===== src/rtl/multicycle_control_if.sv =====
// -----------------------------------------------------------------------------
// multicycle_control_if
// Purpose : bundles the sequencer's instruction/memory handshake inputs and the
//           datapath control strobes into one port.
// Signals :
//   opcode[6:0]  IR[6:0], meaningful from DECODE onward      (datapath -> ctl)
//   mem_ready    memory completes current read/write         (datapath -> ctl)
//   halt         hold in FETCH without issuing a fetch       (datapath -> ctl)
//   iord, ir_write, pc_inc, branch, memread, memwrite,
//   memtoreg, alusrc, regwrite, aluop[1:0]  datapath strobes (ctl -> datapath)
//   retire, illegal   one-cycle status pulses                (ctl -> datapath)
//   instret[CNT_W-1:0] retired-instruction count             (ctl -> datapath)
// Modports: master = the sequencer, slave = the datapath side.
// -----------------------------------------------------------------------------
interface multicycle_control_if #(
    parameter int CNT_W = 32
);
    logic [6:0]       opcode;
    logic             mem_ready;
    logic             halt;
    logic             iord;
    logic             ir_write;
    logic             pc_inc;
    logic             branch;
    logic             memread;
    logic             memwrite;
    logic             memtoreg;
    logic             alusrc;
    logic             regwrite;
    logic [1:0]       aluop;
    logic             retire;
    logic             illegal;
    logic [CNT_W-1:0] instret;

    modport master (
        input  opcode, mem_ready, halt,
        output iord, ir_write, pc_inc, branch, memread, memwrite,
               memtoreg, alusrc, regwrite, aluop, retire, illegal, instret
    );

    modport slave (
        output opcode, mem_ready, halt,
        input  iord, ir_write, pc_inc, branch, memread, memwrite,
               memtoreg, alusrc, regwrite, aluop, retire, illegal, instret
    );
endinterface


===== src/rtl/multicycle_control.sv =====
// -----------------------------------------------------------------------------
// multicycle_control
// Purpose : five-state (FETCH/DECODE/EXEC/MEM/WB) sequencer for the RV32 subset
//           R-type, LW, SW, BEQ sharing one memory port between instruction
//           fetch and data access. Counts retired instructions and flags
//           unsupported opcodes.
// Ports   :
//   i_clk   rising-edge clock
//   i_rst   synchronous active-high reset
//   bus     multicycle_control_if.master (handshake inputs, control strobes,
//           retire/illegal pulses, instret counter)
// -----------------------------------------------------------------------------
module multicycle_control #(
    parameter int CNT_W = 32
) (
    input  logic                 i_clk,
    input  logic                 i_rst,
    multicycle_control_if.master bus
);

    localparam logic [6:0] OP_RT  = 7'b0110011;
    localparam logic [6:0] OP_LW  = 7'b0000011;
    localparam logic [6:0] OP_SW  = 7'b0100011;
    localparam logic [6:0] OP_BEQ = 7'b1100011;

    typedef enum logic [2:0] {
        ST_FETCH  = 3'd0,
        ST_DECODE = 3'd1,
        ST_EXEC   = 3'd2,
        ST_MEM    = 3'd3,
        ST_WB     = 3'd4
    } state_t;

    typedef enum logic [2:0] {
        CLS_NONE = 3'd0,
        CLS_RT   = 3'd1,
        CLS_LW   = 3'd2,
        CLS_SW   = 3'd3,
        CLS_BEQ  = 3'd4
    } cls_t;

    state_t           r_state;
    cls_t             r_class;
    logic [CNT_W-1:0] r_instret;

    logic       w_iord;
    logic       w_ir_write;
    logic       w_pc_inc;
    logic       w_branch;
    logic       w_memread;
    logic       w_memwrite;
    logic       w_memtoreg;
    logic       w_alusrc;
    logic       w_regwrite;
    logic [1:0] w_aluop;
    logic       w_retire;
    logic       w_illegal;
    logic       w_supported;

    // Opcode is only a valid encoding of a supported instruction in DECODE.
    always_comb begin
        w_supported = (bus.opcode == OP_RT) || (bus.opcode == OP_LW) ||
                      (bus.opcode == OP_SW) || (bus.opcode == OP_BEQ);
    end

    // Sequencer state, latched instruction class and retired-instruction count.
    always_ff @(posedge i_clk) begin
        if (i_rst) begin
            r_state   <= ST_FETCH;
            r_class   <= CLS_NONE;
            r_instret <= {CNT_W{1'b0}};
        end else begin
            if (w_retire) begin
                r_instret <= r_instret + {{(CNT_W-1){1'b0}}, 1'b1};
            end else begin
                r_instret <= r_instret;
            end
            case (r_state)
                ST_FETCH: begin
                    r_class <= CLS_NONE;
                    if (!bus.halt && bus.mem_ready) begin
                        r_state <= ST_DECODE;
                    end else begin
                        r_state <= ST_FETCH;
                    end
                end
                ST_DECODE: begin
                    r_state <= ST_EXEC;
                    case (bus.opcode)
                        OP_RT:   r_class <= CLS_RT;
                        OP_LW:   r_class <= CLS_LW;
                        OP_SW:   r_class <= CLS_SW;
                        OP_BEQ:  r_class <= CLS_BEQ;
                        default: begin
                            r_class <= CLS_NONE;
                            r_state <= ST_FETCH;
                        end
                    endcase
                end
                ST_EXEC: begin
                    case (r_class)
                        CLS_RT:          r_state <= ST_WB;
                        CLS_LW, CLS_SW:  r_state <= ST_MEM;
                        default:         r_state <= ST_FETCH;
                    endcase
                end
                ST_MEM: begin
                    // The strobe is held until memory answers; LW still
                    // needs its write-back cycle, SW is done here.
                    if (bus.mem_ready) begin
                        if (r_class == CLS_LW) begin
                            r_state <= ST_WB;
                        end else begin
                            r_state <= ST_FETCH;
                        end
                    end else begin
                        r_state <= ST_MEM;
                    end
                end
                ST_WB:   r_state <= ST_FETCH;
                default: r_state <= ST_FETCH;
            endcase
        end
    end

    // Strobe decode from state, latched class and same-cycle mem_ready;
    // everything stays quiet while reset is held.
    always_comb begin
        w_iord     = 1'b0;
        w_ir_write = 1'b0;
        w_pc_inc   = 1'b0;
        w_branch   = 1'b0;
        w_memread  = 1'b0;
        w_memwrite = 1'b0;
        w_memtoreg = 1'b0;
        w_alusrc   = 1'b0;
        w_regwrite = 1'b0;
        w_aluop    = 2'b00;
        w_retire   = 1'b0;
        w_illegal  = 1'b0;
        if (i_rst) begin
            w_retire = 1'b0;
        end else begin
            case (r_state)
                ST_FETCH: begin
                    if (!bus.halt) begin
                        w_memread = 1'b1;
                        if (bus.mem_ready) begin
                            w_ir_write = 1'b1;
                            w_pc_inc   = 1'b1;
                        end else begin
                            w_ir_write = 1'b0;
                        end
                    end else begin
                        w_memread = 1'b0;
                    end
                end
                ST_DECODE: begin
                    if (!w_supported) begin
                        w_illegal = 1'b1;
                    end else begin
                        w_illegal = 1'b0;
                    end
                end
                ST_EXEC: begin
                    case (r_class)
                        CLS_RT: w_aluop = 2'b10;
                        CLS_LW, CLS_SW: begin
                            w_aluop  = 2'b00;
                            w_alusrc = 1'b1;
                        end
                        CLS_BEQ: begin
                            w_aluop  = 2'b01;
                            w_branch = 1'b1;
                            w_retire = 1'b1;
                        end
                        default: w_aluop = 2'b00;
                    endcase
                end
                ST_MEM: begin
                    w_iord = 1'b1;
                    if (r_class == CLS_LW) begin
                        w_memread = 1'b1;
                    end else begin
                        w_memwrite = 1'b1;
                        w_retire   = bus.mem_ready;
                    end
                end
                ST_WB: begin
                    w_regwrite = 1'b1;
                    w_memtoreg = (r_class == CLS_LW);
                    w_retire   = 1'b1;
                end
                default: w_retire = 1'b0;
            endcase
        end
    end

    assign bus.iord     = w_iord;
    assign bus.ir_write = w_ir_write;
    assign bus.pc_inc   = w_pc_inc;
    assign bus.branch   = w_branch;
    assign bus.memread  = w_memread;
    assign bus.memwrite = w_memwrite;
    assign bus.memtoreg = w_memtoreg;
    assign bus.alusrc   = w_alusrc;
    assign bus.regwrite = w_regwrite;
    assign bus.aluop    = w_aluop;
    assign bus.retire   = w_retire;
    assign bus.illegal  = w_illegal;
    assign bus.instret  = r_instret;

endmodule


===== src/flat_wrapper.sv =====
// flat-port wrapper written by rule: the top's interface ports become plain ports
module multicycle_control_flat 
#(
    parameter int CNT_W = 32
)
  (i_clk, i_rst, bus_opcode, bus_mem_ready, bus_halt, bus_iord, bus_ir_write, bus_pc_inc, bus_branch, bus_memread, bus_memwrite, bus_memtoreg, bus_alusrc, bus_regwrite, bus_aluop, bus_retire, bus_illegal, bus_instret);
  multicycle_control_if #(.CNT_W(CNT_W)) bus_i ();
  input  logic i_clk;
  input  logic i_rst;
  input wire logic [$bits(bus_i.opcode)-1:0] bus_opcode;
  input wire logic [$bits(bus_i.mem_ready)-1:0] bus_mem_ready;
  input wire logic [$bits(bus_i.halt)-1:0] bus_halt;
  output wire logic [$bits(bus_i.iord)-1:0] bus_iord;
  output wire logic [$bits(bus_i.ir_write)-1:0] bus_ir_write;
  output wire logic [$bits(bus_i.pc_inc)-1:0] bus_pc_inc;
  output wire logic [$bits(bus_i.branch)-1:0] bus_branch;
  output wire logic [$bits(bus_i.memread)-1:0] bus_memread;
  output wire logic [$bits(bus_i.memwrite)-1:0] bus_memwrite;
  output wire logic [$bits(bus_i.memtoreg)-1:0] bus_memtoreg;
  output wire logic [$bits(bus_i.alusrc)-1:0] bus_alusrc;
  output wire logic [$bits(bus_i.regwrite)-1:0] bus_regwrite;
  output wire logic [$bits(bus_i.aluop)-1:0] bus_aluop;
  output wire logic [$bits(bus_i.retire)-1:0] bus_retire;
  output wire logic [$bits(bus_i.illegal)-1:0] bus_illegal;
  output wire logic [$bits(bus_i.instret)-1:0] bus_instret;
  assign bus_i.opcode = bus_opcode;
  assign bus_i.mem_ready = bus_mem_ready;
  assign bus_i.halt = bus_halt;
  assign bus_iord = bus_i.iord;
  assign bus_ir_write = bus_i.ir_write;
  assign bus_pc_inc = bus_i.pc_inc;
  assign bus_branch = bus_i.branch;
  assign bus_memread = bus_i.memread;
  assign bus_memwrite = bus_i.memwrite;
  assign bus_memtoreg = bus_i.memtoreg;
  assign bus_alusrc = bus_i.alusrc;
  assign bus_regwrite = bus_i.regwrite;
  assign bus_aluop = bus_i.aluop;
  assign bus_retire = bus_i.retire;
  assign bus_illegal = bus_i.illegal;
  assign bus_instret = bus_i.instret;
  multicycle_control #(.CNT_W(CNT_W)) u_core (.i_clk(i_clk), .i_rst(i_rst), .bus(bus_i));
endmodule

===== config.mk =====
export PLATFORM = sky130hd
export DESIGN_NAME = multicycle_control_flat
export DESIGN_NICKNAME = d
export VERILOG_FILES = /design/src/rtl/multicycle_control_if.sv /design/src/rtl/multicycle_control.sv /design/src/flat_wrapper.sv
export SDC_FILE = /design/constraint.sdc
export NUM_CORES = 1
export LEC_CHECK = 0
export BUFFER_PORTS_ARGS = -buffer_cell sky130_fd_sc_hd__buf_4
export CAP_MARGIN = 10
export CORE_MARGIN = 4
export CORE_UTILIZATION = 42
export DETAILED_ROUTE_END_ITERATION = 8
export PLACE_DENSITY = 0.69
export SYNTH_ARGS = -nofsm -noshare
export SYNTH_HDL_FRONTEND = slang
export SYNTH_SLANG_ARGS = --single-unit

===== constraint.sdc =====
create_clock -name i_clk -period 1.9 [get_ports i_clk]
set_clock_uncertainty 0.05 [all_clocks]
set_input_delay 0 -clock i_clk [delete_from_list [all_inputs] [get_ports i_clk]]
set_output_delay 0 -clock i_clk [all_outputs]
set_load 0.02 [all_outputs]

* Word level (Yosys, flattened, before mapping) *
Index checks and enable logic that the tools add are counted.
W data, S select, Z words.

word-level totals
  word-level logic and storage cells = 65
  bits in registers = 38
  output and inout port bits = 45
  input port bits = 11

operators by class
  multiplexer cells = 40
  equality and inequality tests = 12
  add/sub/neg operators = 1
  reduce and logical (&&, ||, !) cells = 9

operator list
  kind                     number
  $add A32 B1 Y32 const B  1
  $mux W1                  28
  $pmux W3 S4              2
  $eq A7 B6 Y1 const B     2
  $eq A3 B2 Y1 const B     4
  $pmux W3 S2              2
  $eq A7 B2 Y1 const B     1
  $eq A7 B7 Y1 const B     1
  $eq A3 B1 Y1 const B     2
  $eq A3 B3 Y1 const B     2
  $mux W2                  3
  $mux W3                  2
  $pmux W2 S2              1
  $reduce_or A4 Y1         1
  $logic_not A3 Y1         1
  $logic_or A1 B1 Y1       3
  $pmux W1 S3              1
  $pmux W1 S2              1
  $reduce_bool A2 Y1       1
  $reduce_or A2 Y1         1
  $logic_and A1 B1 Y1      1
  $logic_not A1 Y1         1

* Depth between registers and ports, before layout *
Gate-level depths: netlist of the first run.

  word-level depth = 7
  gate-level depth with buffers = 7
  gate-level depth less buffers = 6

* Least setup slack after synthesis of the first run *
No wires, ideal clock.

  path kind = flip-flop to flip-flop
  start = register u_core.r_instret[0], in the netlist u_core.bus.instret[0]
  end = register u_core.r_instret[18], in the netlist u_core.bus.instret[18]
  library setup time = 0.070 ns
  required time = 1.780 ns
  cell stages (with the launch flop) = 6
  period minus slack after synthesis = 2.001 ns
  path buffers = 0
  slack = -0.101 ns
  data arrival time = 1.880 ns
  path through = dfxtp_1 > ha_1 > nand2_1 > or3_1 > or4_1 > a21oi_1

on the way
  longest elaborated chain between the ends = 1

RTL lines
  element                 line                      text
  from (decl)             multicycle_control.sv:44  logic [CNT_W-1:0] r_instret;
  from (signal assigned)  multicycle_control.sv:71  r_instret <= {CNT_W{1'b0}};
  from (signal assigned)  multicycle_control.sv:74  r_instret <= r_instret + {{(CNT_W-1){1'b0}}, 1'b1};
  from (signal assigned)  multicycle_control.sv:76  r_instret <= r_instret;
  $add A32 B1 Y32         multicycle_control.sv:74

Every way passes these cells.
A chain may end at the register's enable or synchronous reset.

* Worst setup path after layout of the first run *
  start = register u_core.r_instret[14], in the netlist u_core.bus.instret[14]
  end = register u_core.r_instret[20], in the netlist u_core.bus.instret[20]

Same word-level chain as after synthesis.

==> results_dict.tcl, run 1 <==
set metrics [dict create \
    status "completed" \
    cts_tree "yes" \
    io_pins 56 \
    ys_seq_area_frac 0.375 \
    ant_nets 0 \
    grt_util_all_layers 0.178 \
    cp_slowest_cell "or4_1" \
    cp_data_arrival_time_ps 2030 \
    place_congestion 0.860 \
    grt.overflow.total 0 \
    first_iter_violations 101 \
    die_h_um 77.5 \
    yosys_warnings 0 \
    slowest_delay_ps 500 \
    synth_edf_count 0 \
    ir_drop_uv 615 \
    critPathCapture "u_core.bus.instret[20]" \
    slew_headroom 0.685 \
    crit_path_end_kind "flip-flop" \
    grt_pass1_wl_mm 8.85 \
    drive_above_1_share 0.379 \
    dr.pass1.iters 4 \
    cp.depth 4 \
    worstSetupStartpointType "flip-flop" \
    syn_inst 252 \
    clk_transition_reported_paths_ps 80 \
    drcViolationCount 0 \
    r2r_end "u_core.bus.instret[20]" \
    cts_sinks 38 \
    fin_area_um2 2960 \
    avgViaCountPerCell 5.42 \
    cts_buffers 5 \
    die_x_um 77.5 \
    clock_latency_ps 300 \
    h-tree-depth 2 \
    clock_tree.root_cell "clkbuf_8" \
    fin_crit_sh 0.974 \
    asyncSetResetFlopFracSynth 0 \
    ys_ff_latch 38 \
    r2r_setup_slack_ps 50 \
    finalPower_w 0.00158 \
    placed_area_um2 2630 \
    num_rows 25 \
    netlist-cell-type-count 42 \
    layout_min_cycle_time_ps 1850 \
    syn-num-nets 264 \
    syn_area_um2 2030 \
    max_freq_ghz 0.540 \
    core-area_um2 4690 \
    crit_chain "nand3_1, or3_4, or4_1, a21oi_1" \
    hold_path_class "input port to flip-flop" \
    path_class "flip-flop to flip-flop" \
    crit_buf_inv 0 \
    dieArea_um2 6000 \
    pwr_density_cell_nw_per_um2 533 \
    antenna_found_initial 0 \
    path_max_fanout 6 \
    crit_family "simple AND/OR/NAND/NOR gates" \
    wl_per_cell_um 13.7 \
    vias 2123 \
    syn_to_final_growth_pct 45.8 \
    port_buffers 55 \
    routed_wl_mm 5.37 \
    initial_utilization 0.432 \
    grt_max_degree 44 \
    grt_pass1_vias 1967 \
    r2r_cells 4 \
    ys.flop_type "dfxtp_1" \
    tightest_slew_ps 472 \
    fin_nets 349 \
    r2r_start "u_core.bus.instret[14]" \
    cts.path.max_buffers 2 \
    avgSynthCellArea_um2 8.05 \
    setup-violations-final 0 \
    drv_cap 0 \
    hpwl_mm 3.79 \
    diodes 0 \
    slew_viol_final 0 \
    hold_viol_final 0 \
    required_ps 2080 \
    crit_start "u_core.bus.instret[14]" \
    leakage_nw 1.21 \
]
==> synthesized netlist by cell type, drive strengths merged, types with 7 or more instances <==
library cell	count	area, µm²
nor2	25	96.4
and3	9	56.3
xor2	13	114
or3	12	75.1
clkbuf	9	33.8
o21ai	16	91.3
nand3	14	75.1
nand2	17	71.3
nand4	18	125
nor3	9	45.0
dfxtp	38	761
a21oi	22	110
or4	7	52.6
==> routing by layer <==
metal  vias up  share of wire  global-route usage
met5         -              0                   0
met4         0          0.014              0.0658
met3         8          0.038              0.0383
met2        35           0.48               0.288
met1       985           0.47               0.232
li1       1095              -                   -
==> power breakdown <==
| part | switching [W] | internal, W |
|---|---|---|
| clock | 0.000290 | 0.000386 |
| combinational | 0.0000552 | 0.0000454 |
| sequential | 0.00000486 | 0.000795 |
| total | 0.000350 | 0.00123 |
==> what timing repair did <==
item | in CTS | in global routing
endpoints found under the hold margin | 3 | 0
setup buffers | 0 | 9
gates resized for setup | 5 | 22
hold buffers | 4 | 0
setup endpoints to repair | 15 | 17
pin swaps | 2 | 10
==> placed cells by master (no fill, tap or decap), drive strengths merged, types with 6 or more instances in the layout <==
| master | netlist | routed |
|---|---|---|
| buf | 4 | 87 |
| dfxtp | 38 | 38 |
| nor2 | 25 | 25 |
| a21oi | 22 | 22 |
| nand4 | 18 | 18 |
| nand2 | 17 | 17 |
| o21ai | 16 | 16 |
| nand3 | 14 | 14 |
| xor2 | 13 | 13 |
| or3 | 12 | 12 |
| and3 | 9 | 9 |
| nor3 | 9 | 9 |
| or4 | 7 | 7 |
| inv | 6 | 6 |
==> sequential cells by signal, indices dropped and copies added, names as in the netlist <==
signal	cells
u_core.bus.instret	32
u_core.r_state	3
u_core.r_class	3
==> cells by family after synthesis <==
kind of cell / synth area share
xor+xnor: 0.0605
fa+ha+maj: 0.0111
simple gates: 0.384
flops: 0.375
buf+inv: 0.0401
compound gates: 0.130
==> how the worst min path moves through the flow <==
| stage | cells past startpoint | slack, ps | to | from |
|---|---|---|---|---|
| final | 4 | 90 | u_core.r_state[0] | bus_mem_ready |
| after global routing | 2 | 90 | u_core.bus.instret[23] | i_rst |
| after CTS | 2 | 80 | u_core.bus.instret[23] | i_rst |
| after detailed placement | 3 | 230 | u_core.r_class[0] | bus_opcode[5] |
| after global placement | 3 | 230 | u_core.r_class[0] | bus_opcode[5] |
| after floorplan | 2 | 90 | u_core.r_class[0] | bus_opcode[5] |
==> tightest hold or removal path: stages <==
cell      delay, ps
buf_4           130
inv_1            60
or4_1           130
a21boi_0         90
==> layout make-up <==
| cell class | count | area, µm² |
|---|---|---|
| fillers | 407 | 1730 |
| multi-input cells | 195 | 1260 |
| flip-flops and latches | 38 | 781 |
| repair buffers | 91 | 722 |
| clock buffers | 5 | 68.8 |
| well taps | 54 | 67.6 |
| clock inverters | 3 | 40.0 |
| inverters | 6 | 22.5 |
==> metrics by stage <==
stage	setup slack (ps)	utilization	std cells	hold slack [ps]	TNS (ps)
after floorplan	12.4	-	252	86.0	0
after global placement	7.74	0.559	371	228	0
after detailed placement	-37.4	0.559	371	232	-111
after CTS	1.74	0.595	383	76.8	0
after global routing	-53.9	0.630	392	89.9	-235
final	49.0	0.630	392	91.0	0
Power figures use the tool's default switching activity.
==> inputs of run 2 (changes only) <==
--- a/config.mk
+++ b/config.mk
@@ -10,7 +10,9 @@
 export CORE_MARGIN = 4
 export CORE_UTILIZATION = 42
 export DETAILED_ROUTE_END_ITERATION = 8
+export MAX_ROUTING_LAYER = met4
 export PLACE_DENSITY = 0.69
+export RECOVER_POWER = 50
 export SYNTH_ARGS = -nofsm -noshare
 export SYNTH_HDL_FRONTEND = slang
 export SYNTH_SLANG_ARGS = --single-unit
==> run 2 against run 1 <==
Sequential share of layout area rose by 0.51 points. Wire length rose by 0.67%. Die area did not move. Cell count did not move. Count of clock-buffer cells in the layout did not move. Global-route usage rose by 0.49 points. Critical endpoint unchanged. Largest power group unchanged.
==> results_dict.tcl, run 2 (synthesis gave the netlist of run 1 again) <==
set metrics [dict create \
    path_max_fanout 6 \
    layout_min_cycle_time_ps 1850 \
    final_common_cell "buf_4" \
    hpwl_mm 3.79 \
    avgViaCountPerCell 5.42 \
    num-fill-cells 422 \
    diodes 0 \
    grt_util_all_layers 0.183 \
    dp_slack_ps -37.4 \
    ant_nets 0 \
    grt_pass1_vias 1967 \
    pwr_density_cell_nw_per_um2 542 \
    hold_path_class "input port to flip-flop" \
    vias 2126 \
    p_switching_w 0.000346 \
    cp_slowest_cell "or4_1" \
    dieArea_um2 6000 \
    crit_chain "nand3_1, or3_4, or4_1, a21oi_1" \
    tightest_slew_ps 463 \
    fin_nets 349 \
    io_pins 56 \
    grt_pass1_wl_mm 8.85 \
    required_ps 2080 \
    hold_viol_final 0 \
    first_iter_violations 102 \
    final_cell_mix "buf_4 (69), dfxtp_1 (28), nor2_1 (24)" \
    drv_cap 0 \
    whs_ps 92.2 \
    grt.overflow.total 0 \
    dr.pass1.iters 4 \
    wl_per_cell_um 13.8 \
    h-tree-depth 2 \
    cts_buffers 5 \
    drcViolationCount 0 \
    clock_tree.root_cell "clkbuf_8" \
    setup-violations-final 0 \
    comb_power_share 0.064 \
    die_x_um 77.5 \
    largest_reg_flops 32 \
    syn_to_final_growth_pct 43.1 \
    clock_latency_ps 290 \
    core-area_um2 4690 \
    cts.path.max_buffers 2 \
    path_class "flip-flop to flip-flop" \
    slew_viol_final 0 \
    antenna_found_initial 0 \
    slowest_delay_ps 500 \
    place_congestion 0.874 \
    slew_headroom 0.692 \
    max_freq_ghz 0.541 \
    swShare 0.220 \
    worstSetupStartpointType "flip-flop" \
    p_clk_frac 0.427 \
    cp_data_arrival_time_ps 2020 \
    fin_ws_ps 52.6 \
    die_h_um 77.5 \
    drive_above_1_share 0.334 \
    fin_crit_sh 0.972 \
    grt_max_degree 44 \
    cts_sinks 38 \
    crit_family "simple AND/OR/NAND/NOR gates" \
    initial_utilization 0.432 \
    p_seq_frac 0.509 \
    status "completed" \
    port_buffers 55 \
    cts_tree "yes" \
    clk_transition_reported_paths_ps 80 \
    r2r_setup_slack_ps 50 \
    ir_drop_uv 611 \
    routed_wl_mm 5.41 \
    num_rows 25 \
    leakage_nw 1.15 \
    crit_path_end_kind "flip-flop" \
    internal_power_w 0.00123 \
    crit_buf_inv 0 \
]
==> run 2: cell types whose count changed in the layout (fill, tap and decap cells not counted) <==
cell,before,now
buf_4,84,69
clkbuf_1,0,15
==> run 2: final timing paths <==
kind,start,end,depth (start not counted)
min,bus_mem_ready,u_core.r_state[0],4
max,u_core.bus.instret[14],u_core.bus.instret[20],4
max reg2reg,u_core.bus.instret[14],u_core.bus.instret[20],4
min reg2reg,u_core.bus.instret[31],u_core.bus.instret[31],2
==> run 2: through the flow <==
stage	util	TNS [ps]	cells	power, W	instance area (µm²)
2_1_floorplan	-	0	252	0.000871	2030
3_3_place_gp	0.559	0	371	0.000906	2630
3_5_place_dp	0.559	-111	371	0.000907	2630
4_1_cts	0.595	0	383	0.00158	2790
5_1_grt	0.618	-221	392	0.00166	2900
6_report	0.618	0	392	0.00157	2900
==> run 2: per-layer routing <==
| layer | global-route usage | up-vias | part of all wire |
|---|---|---|---|
| met5 | - | - | 0 |
| met4 | 0.0658 | 0 | 0.014 |
| met3 | 0.0371 | 8 | 0.036 |
| met2 | 0.288 | 36 | 0.48 |
| met1 | 0.233 | 991 | 0.47 |
| li1 | - | 1091 | - |
==> run 2: layout make-up <==
| type | count | area, µm² | share of cell area |
|---|---|---|---|
| Timing Repair Buffer | 91 | 666 | 0.229 |
| Clock inverter | 3 | 40.0 | 0.0138 |
| Inverter | 6 | 22.5 | 0.00776 |
| Multi-Input combinational cell | 195 | 1260 | 0.433 |
| Clock buffer | 5 | 68.8 | 0.0237 |
| Tap cell | 54 | 67.6 | 0.0233 |
| Sequential cell | 38 | 781 | 0.269 |
==> run 2: power by group through the flow <==
stage / combinational, W / sequential (W) / clock [W]
2_1_floorplan: 0.0000492 / 0.000822 / 0
3_3_place_gp: 0.0000840 / 0.000822 / 0
3_5_place_dp: 0.0000849 / 0.000822 / 0
4_1_cts: 0.0000919 / 0.000802 / 0.000691
5_1_grt: 0.000109 / 0.000800 / 0.000746
6_report: 0.000100 / 0.000800 / 0.000672
==> run 2: timing repair <==
item,CTS,global route
endpoints found under the setup margin,15,17
hold buffers,4,0
endpoints found under the hold margin,3,0
setup buffers,0,9
pin swaps,2,10
resized for setup,5,22
==> run 2: tightest hold or removal path, stage by stage <==
cell and delay, ps:
buf_4 120, inv_1 60, or4_1 130, a21boi_0 90
